--- config.mk ---
export PLATFORM = sky130hd
export DESIGN_NAME = matrix_block_mac
export DESIGN_NICKNAME = d
export VERILOG_FILES = /design/src/rtl/matrix_mul_pkg.sv /design/src/rtl/mac_step_unit.sv /design/src/rtl/matrix_block_mac.sv
export SDC_FILE = /design/constraint.sdc
export NUM_CORES = 2
export LEC_CHECK = 0
export ABC_AREA = 1
export BUFFER_PORTS_ARGS = -buffer_cell sky130_fd_sc_hd__buf_4
export CORE_AREA = 4 4 279 281
export DETAILED_ROUTE_END_ITERATION = 10
export DIE_AREA = 0 0 283 285
export PLACE_DENSITY = 0.81
export SLEW_MARGIN = 30
export SYNTH_ARGS = -nofsm -noshare
export SYNTH_HDL_FRONTEND = slang
export SYNTH_SLANG_ARGS = --single-unit
--- constraint.sdc ---
create_clock -name clk -period 7.6 [get_ports clk]
set_input_delay 0.76 -clock clk [delete_from_list [all_inputs] [get_ports clk]]
set_output_delay 0.76 -clock clk [all_outputs]
set_load 0.01 [all_outputs]
--- src/rtl/matrix_mul_pkg.sv ---
// Shared definitions for the matrix multiplier datapath: block-MAC state encoding,
// latency and default operand width.
package matrix_mul_pkg;

    typedef enum logic [1:0] {
        StIdle = 2'd0,
        StMul  = 2'd1,
        StDone = 2'd2
    } state_e;

    // Capture edge to c_* update; the control unit's MAC delay must be >= this.
    localparam int unsigned MAC_LATENCY = 10;
    localparam int unsigned DATA_W      = 32;

endpackage

--- src/rtl/mac_step_unit.sv ---
// Registered multiply followed by a registered first-product select; the second
// product of each pair is summed combinationally for the caller to register.
module mac_step_unit #(
    parameter int unsigned data_w = 32
) (
    input  logic              clk_i,
    input  logic              rst_ni,
    input  logic              mul_en_i,
    input  logic              first_i,
    input  logic [data_w-1:0] a_i,
    input  logic [data_w-1:0] b_i,
    output logic [data_w-1:0] sum_o,
    output logic              fin_o
);

    logic [data_w-1:0] prod_q;
    logic [data_w-1:0] acc_q;
    logic              vld_q;
    logic              first_q;

    always_ff @(posedge clk_i or negedge rst_ni) begin
        if (!rst_ni) begin
            prod_q  <= '0;
            acc_q   <= '0;
            vld_q   <= 1'b0;
            first_q <= 1'b0;
        end else begin
            vld_q <= mul_en_i;
            if (mul_en_i) begin
                prod_q  <= a_i * b_i;
                first_q <= first_i;
            end
            if (vld_q && first_q) begin
                acc_q <= prod_q;
            end
        end
    end

    assign sum_o = acc_q + prod_q;
    assign fin_o = vld_q & ~first_q;

endmodule

--- src/rtl/matrix_block_mac.sv ---
// 2x2 block multiplier C = A*B using one time-shared multiplier over 8 steps;
// fixed 10-cycle latency from operand capture to c_* update.
module matrix_block_mac
    import matrix_mul_pkg::*;
#(
    parameter int unsigned data_w = DATA_W
) (
    input  logic              clk,
    input  logic              rst,
    input  logic              start_mac,
    input  logic [data_w-1:0] a_11,
    input  logic [data_w-1:0] a_12,
    input  logic [data_w-1:0] a_21,
    input  logic [data_w-1:0] a_22,
    input  logic [data_w-1:0] b_11,
    input  logic [data_w-1:0] b_12,
    input  logic [data_w-1:0] b_21,
    input  logic [data_w-1:0] b_22,
    output logic [data_w-1:0] c_11,
    output logic [data_w-1:0] c_12,
    output logic [data_w-1:0] c_21,
    output logic [data_w-1:0] c_22,
    output logic              done_mac,
    output logic              busy
);

    state_e            state_q, state_d;
    logic [2:0]        s_q, s_d;
    logic              drain_q, drain_d;
    logic              busy_q, busy_d;
    logic              done_q, done_d;
    logic              start_q;
    logic [1:0]        rsel_q;
    logic [data_w-1:0] a_q [4];
    logic [data_w-1:0] b_q [4];
    logic [data_w-1:0] r_q [4];
    logic [data_w-1:0] c_q [4];

    logic              start_edge;
    logic              capture;
    logic              mul_en;
    logic              c_load;
    logic [data_w-1:0] a_sel;
    logic [data_w-1:0] b_sel;
    logic [data_w-1:0] sum;
    logic              fin;

    assign start_edge = start_mac & ~start_q;

    // Step s: i = s[2]+1, j = s[1]+1, k = s[0]+1; arrays are indexed {row, col}.
    assign a_sel = a_q[{s_q[2], s_q[0]}];
    assign b_sel = b_q[{s_q[0], s_q[1]}];

    always_comb begin
        state_d = state_q;
        s_d     = s_q;
        drain_d = drain_q;
        busy_d  = busy_q;
        done_d  = 1'b0;
        capture = 1'b0;
        mul_en  = 1'b0;
        c_load  = 1'b0;
        if (done_q) begin
            busy_d = 1'b0;
        end
        case (state_q)
            StIdle: begin
                if (start_edge) begin
                    capture = 1'b1;
                    s_d     = 3'd0;
                    drain_d = 1'b0;
                    busy_d  = 1'b1;
                    state_d = StMul;
                end
            end
            StMul: begin
                if (drain_q) begin
                    drain_d = 1'b0;
                    state_d = StDone;
                end else begin
                    mul_en = 1'b1;
                    s_d    = s_q + 3'd1;
                    if (s_q == 3'd7) begin
                        drain_d = 1'b1;
                    end
                end
            end
            StDone: begin
                c_load  = 1'b1;
                done_d  = 1'b1;
                state_d = StIdle;
            end
            default: state_d = StIdle;
        endcase
    end

    always_ff @(posedge clk or negedge rst) begin
        if (!rst) begin
            state_q <= StIdle;
            s_q     <= 3'd0;
            drain_q <= 1'b0;
            busy_q  <= 1'b0;
            done_q  <= 1'b0;
            start_q <= 1'b1;
            rsel_q  <= 2'd0;
            for (int i = 0; i < 4; i++) begin
                a_q[i] <= '0;
                b_q[i] <= '0;
                r_q[i] <= '0;
                c_q[i] <= '0;
            end
        end else begin
            state_q <= state_d;
            s_q     <= s_d;
            drain_q <= drain_d;
            busy_q  <= busy_d;
            done_q  <= done_d;
            start_q <= start_mac;
            if (capture) begin
                a_q[0] <= a_11;
                a_q[1] <= a_12;
                a_q[2] <= a_21;
                a_q[3] <= a_22;
                b_q[0] <= b_11;
                b_q[1] <= b_12;
                b_q[2] <= b_21;
                b_q[3] <= b_22;
            end
            if (mul_en) begin
                rsel_q <= {s_q[2], s_q[1]};
            end
            if (fin) begin
                r_q[rsel_q] <= sum;
            end
            if (c_load) begin
                for (int i = 0; i < 4; i++) begin
                    c_q[i] <= r_q[i];
                end
            end
        end
    end

    mac_step_unit #(
        .data_w (data_w)
    ) u_step (
        .clk_i    (clk),
        .rst_ni   (rst),
        .mul_en_i (mul_en),
        .first_i  (~s_q[0]),
        .a_i      (a_sel),
        .b_i      (b_sel),
        .sum_o    (sum),
        .fin_o    (fin)
    );

    assign c_11     = c_q[0];
    assign c_12     = c_q[1];
    assign c_21     = c_q[2];
    assign c_22     = c_q[3];
    assign done_mac = done_q;
    assign busy     = busy_q;

endmodule

# == After elaboration in Yosys (flattened, before gate mapping) ==
# Index checks and enable logic that the tools add are counted.
# word_totals
regBits,589
word_cells,82
# op_classes
n_lt_le_gt_ge,4
reduce_logical,7
n_bitwise,8
add_sub_neg,2
multipliers,1
mux,27
eq_ne,6
# ops
cell,count
$mux W32,5
$bmux W32 S2,2
$bwmux W128,1
$demux W32 S2,1
$add A32 B32 Y32,1
$mul A32 B32 Y32,1
$mux W1,11
$ge A3 B3 Y1 const B,3
$not A2 Y3,3
$mux W3,2
$ne A2 B2 Y1 const B,3
$pmux W3 S2,1
$mux W2,2
$pmux W2 S2,1
$reduce_and A2 Y1,2
$add A3 B1 Y3 const B,1
$eq A3 B3 Y1 const B,1
$lt A3 B1 Y1 const B,1
$not A1 Y1,3
$reduce_and A3 Y1,1
$and A1 B1 Y1,2
$eq A2 B1 Y1 const B,1
$eq A2 B2 Y1 const B,1
$logic_and A1 B1 Y1,2
other kinds (3),3

# == Logic depth before layout (Yosys ltp) ==
# depth
word_depth,6
ltp_mapped,38

# == By module ==
# Synthesis repeated with hierarchy kept, for this count alone.
# hier_totals
hier_cells,5342
hier_area_um2,42699.7
# by_module_without_submodules
mod,seq_area_each_um2,area_each_um2,cells_each,n_inst
matrix_block_mac,13088.8,22087.4,2632,1
mac_step_unit,1651.6,20612.3,2710,1

# == Worst setup path after synthesis ==
# OpenSTA, ideal clock, no wires.
# synth_timing
kind,register to register
from,reg s_q[0]
to,reg u_step.prod_q[29]
synth_period_minus_slack_ps,7122
arrival_time_ps,7005
path_stages_with_launch,33
path_slack_ps,478
path_buffers,4
required_ps,7483
path_cell_list,dfrtp_1 buf_6 inv_6 buf_6 buf_6 a21oi_2 a32oi_4 inv_1 clkbuf_1 nor2_1 fa_1 inv_1 fa_1 fa_1 fa_1 inv_1 fa_1 inv_1 fa_1 inv_1 fa_1 fa_1 ha_1 a21oi_1 o21ai_0 o21bai_1 a21oi_1 o21ai_0 nand3_1 nand2_1 nand2_1 nand3_1 nand2_1
# synth_between
elab_chain_len,5
word_cells_on_any_way,9
cone_classes,mul: 1; mux: 6; bitwise: 2
# synth_lines
item,line_no,source
"start, declared",matrix_block_mac.sv:28,"logic [2:0] s_q, s_d;"
"start signal, assigned",matrix_block_mac.sv:100,s_q <= 3'd0;
"start signal, assigned",matrix_block_mac.sv:114,s_q <= s_d;
"$not A2 Y3, on equally long branches","matrix_block_mac.sv:51, matrix_block_mac.sv:52",
"$bmux W32 S2, on equally long branches","matrix_block_mac.sv:51, matrix_block_mac.sv:52",
"$mux W32, on equally long branches (2 in series)","matrix_block_mac.sv:51, matrix_block_mac.sv:52",
$mul A32 B32 Y32 *,mac_step_unit.sv:30,prod_q <= a_i * b_i;
"end signal, assigned",mac_step_unit.sv:30,
"end, declared",mac_step_unit.sv:16,logic [data_w-1:0] prod_q;
# Every way passes the cells marked *; elsewhere a longest branch is shown, timed or not. The select of a mux whose other input is x is not followed.
# A chain may end at the register's enable or synchronous reset.

# == Worst setup path in the final report ==
# layout_timing
from,reg s_q[0]
to,reg u_step.prod_q[31]
# Same word-level chain as after synthesis.

==> impl_metrics.yaml <==
placed_design:
  place_hpwl_um: 92200
  port_buffers: 388
  dpl_cell_area_um2: 45600
  place.gp.congestion: 0.964
clock_tree:
  cts_tree: "done"
  cts_hold_buf: 0
  cts.root.buffer_cell: "clkbuf_16"
  path_clk_slew_ns: 0.06
  cts_buffers: 59
  clk_latency_ns: 0.67
  clock_path_buffers: 3
  clkSinkCount: 589
  ctsHtreeMaxLevel: 2
sta:
  fin_crit_ns: 7.52
  slew_headroom: 0.338
  final_hold_viol_count: 0
  rsz0062_at_grt: "yes"
  period_share: 0.990
  timing.final.max_slew_violations: 0
  skew_ns: 0.0657
  setup_viol: 0
  fmaxAchievable_mhz: 133
  worst_pin_slew_ns: 0.994
min_path:
  hold_path_class: "in -> async"
layout:
  final_common_cell: "nand2_1"
  final_cell_area_um2: 47900
  drive_gt1_frac: 0.188
  final_nets: 5813
  area_growth_pct: 16.6
  post-route-util: 0.635
  mostFrequentLayoutCells: "1085 x nand2_1, 662 x inv_1, 585 x dfrtp_1"
global_routing:
  grt_use_total: 0.295
  grt_first_pass_wirelength_um: 189000
  grt_start_max_net_pins: 159
  first_global_vias: 34800
  antenna_found_initial: 5
  grt_overflow: 0
worst_setup_path:
  endpoint_kind: "flop"
  r2r_cells: 32
  arrival_ns: 8.02
  crit_type: "reg -> reg"
  cp-start-kind: "flop"
  rrSetupSlack_ns: 0.08
  critPathSlowestCell: "dfrtp_4"
  path_max_fanout: 10
  worstPathRequired_ns: 8.10
  r2r-start: "s_q[0]"
  slowest_delay_ns: 0.57
  r2r-end: "u_step.prod_q[31]"
synthesis:
  yosysWarningCount: 0
  synth_flop_cell: "dfrtp_1"
  yosysSeqAreaShare: 0.359
  synth_cell_types: 52
  syn-num-nets: 5412
  syn_inst: 4588
  syn_area_per_cell_um2: 8.96
  netlist_area_um2: 41100
  synth_area_leader_cell: "dfrtp_1"
  synth.area.top_cells: "dfrtp_1 36%, fa_1 20%, nand2_1 10%, inv_1 6.2%, mux2_2 5.9%"
  ys_ff_latch: 589
  synth_edf_count: 0
  async_flop_share: 1.00
  synth.top_cell.area_share: 0.358
detailed_routing:
  vias_per_cell: 5.47
  firstDrtPassIters: 7
  drt_iter0_drc: 2810
  antenna_left: 0
  wl_um: 119000
  drc: 0
  wl_per_cell_um: 19.7
  vias: 33000
die:
  core_um2: 75400
  io_pins: 389
  floorplan.rows: 101
  fp.dieW_um: 283
  die_h_um: 285
  start_util: 0.545
  die_area_um2: 80700
run_status:
  status: "completed"
job:
  drv_cap: 0
-- metrics by stage --
step | hold WS, ns | setup slack (ns) | setup TNS (ns) | instances
3_3_place_gp | 0.454 | 0.0272 | 0 | 5898
2_1_floorplan | 0.449 | 0.478 | 0 | 4588
4_1_cts | 0.195 | 0.00967 | 0 | 6007
3_5_place_dp | 0.455 | -0.0561 | -0.0954 | 5898
5_1_grt | 0.202 | -0.213 | -0.733 | 6020
6_report | 0.169 | 0.0756 | 0 | 6020
-- Yosys cell counts (2+ instances only) --
library cell  number
inv_2              4
o21a_1             5
o21bai_1           5
nand4_1            7
o21ai_2            2
o211ai_1          19
nand3_1          187
dfrtp_1          588
or2_2             15
clkbuf_1         130
a221oi_1           4
nor3_1            12
xnor2_1           22
nand2_1         1096
nor2_1           442
a21boi_0           3
nor4_1             6
o21ai_0          283
nor2_2             2
a21oi_1          140
ha_1             156
buf_1             16
buf_4             16
nand3b_1          11
a31oi_1            2
xor2_1            28
clkinv_1           7
mux2_2           214
and2_1             4
o21ai_1            3
a211oi_1           2
inv_1            674
a32oi_1            2
buf_2             14
buf_6             18
fa_1             409
a21o_1             6
nand2_2           18
o211ai_2           3
-- worst max path at each step --
stage	start	slack, ns	endpoint
floorplan	s_q[0]	0.48	u_step.prod_q[29]
global placement	s_q[0]	0.03	u_step.prod_q[28]
detailed placement	s_q[0]	-0.06	u_step.prod_q[29]
CTS	s_q[0]	0.01	u_step.prod_q[28]
global route	s_q[0]	-0.21	u_step.prod_q[31]
finish	s_q[0]	0.08	u_step.prod_q[31]
-- per-layer routing --
metal  GRT usage  up-vias  part of all wire  wire, µm
met2       0.511     1377              0.50     59100
li1            -    15000                 -         -
met5           0        -                 0         0
met4       0.141        0             0.053      6230
met3      0.0576      335             0.073      8680
met1       0.356    16200              0.38     44600
-- cell families (layout without fill, tap and decap cells) --
group	Yosys count	count (layout)	share of synthesized area
adder cells (fa/ha/maj)	565	565	0.247
buffers and inverters	881	1330	0.0858
AO/OA/AOI/OAI	484	484	0.0638
other	0	5	0
XOR/XNOR	50	50	0.0107
flip-flops	589	589	0.359
AND/OR/NAND/NOR	1805	1805	0.176
multiplexers	214	214	0.0586
-- worst max-delay path, delay by kind of cell, from the launching register on --
kind	cells	cell delay [ns]
buffers and inverters	11	1.13
and+or+nand+nor	12	1.23
adders and majority gates	9	4.42
DFF	1	0.57
-- area by class of cell --
class | instances | area [µm²]
antenna | 5 | 12.5
clock buffer | 86 | 1740
inverter | 687 | 2630
clock inverter | 23 | 323
multi-input combinational | 3118 | 23000
fill | 6074 | 27500
timing repair inverter | 1 | 7.51
sequential | 589 | 14700
timing repair buffer | 533 | 4280
tap | 978 | 1220
-- repair_timing --
item / CTS / global route
buffers inserted: 0 / 6
setup endpoints to repair: 5 / 9
cloned: 0 / 1
pin swaps: 0 / 1
resized for setup: 7 / 52
-- registers in the layout (all words and copies together) (netlist names), 2 cells and up --
name and cells:
u_step.acc_q 32, r_q 128, c_21 32, s_q 3, b_q 128, rsel_q 2
c_22 32, c_12 32, u_step.prod_q 32, a_q 128, state_q 2, c_11 32
Power is not shown: default switching activity piles up to over one toggle a cycle in this logic, so the estimate is an artifact.
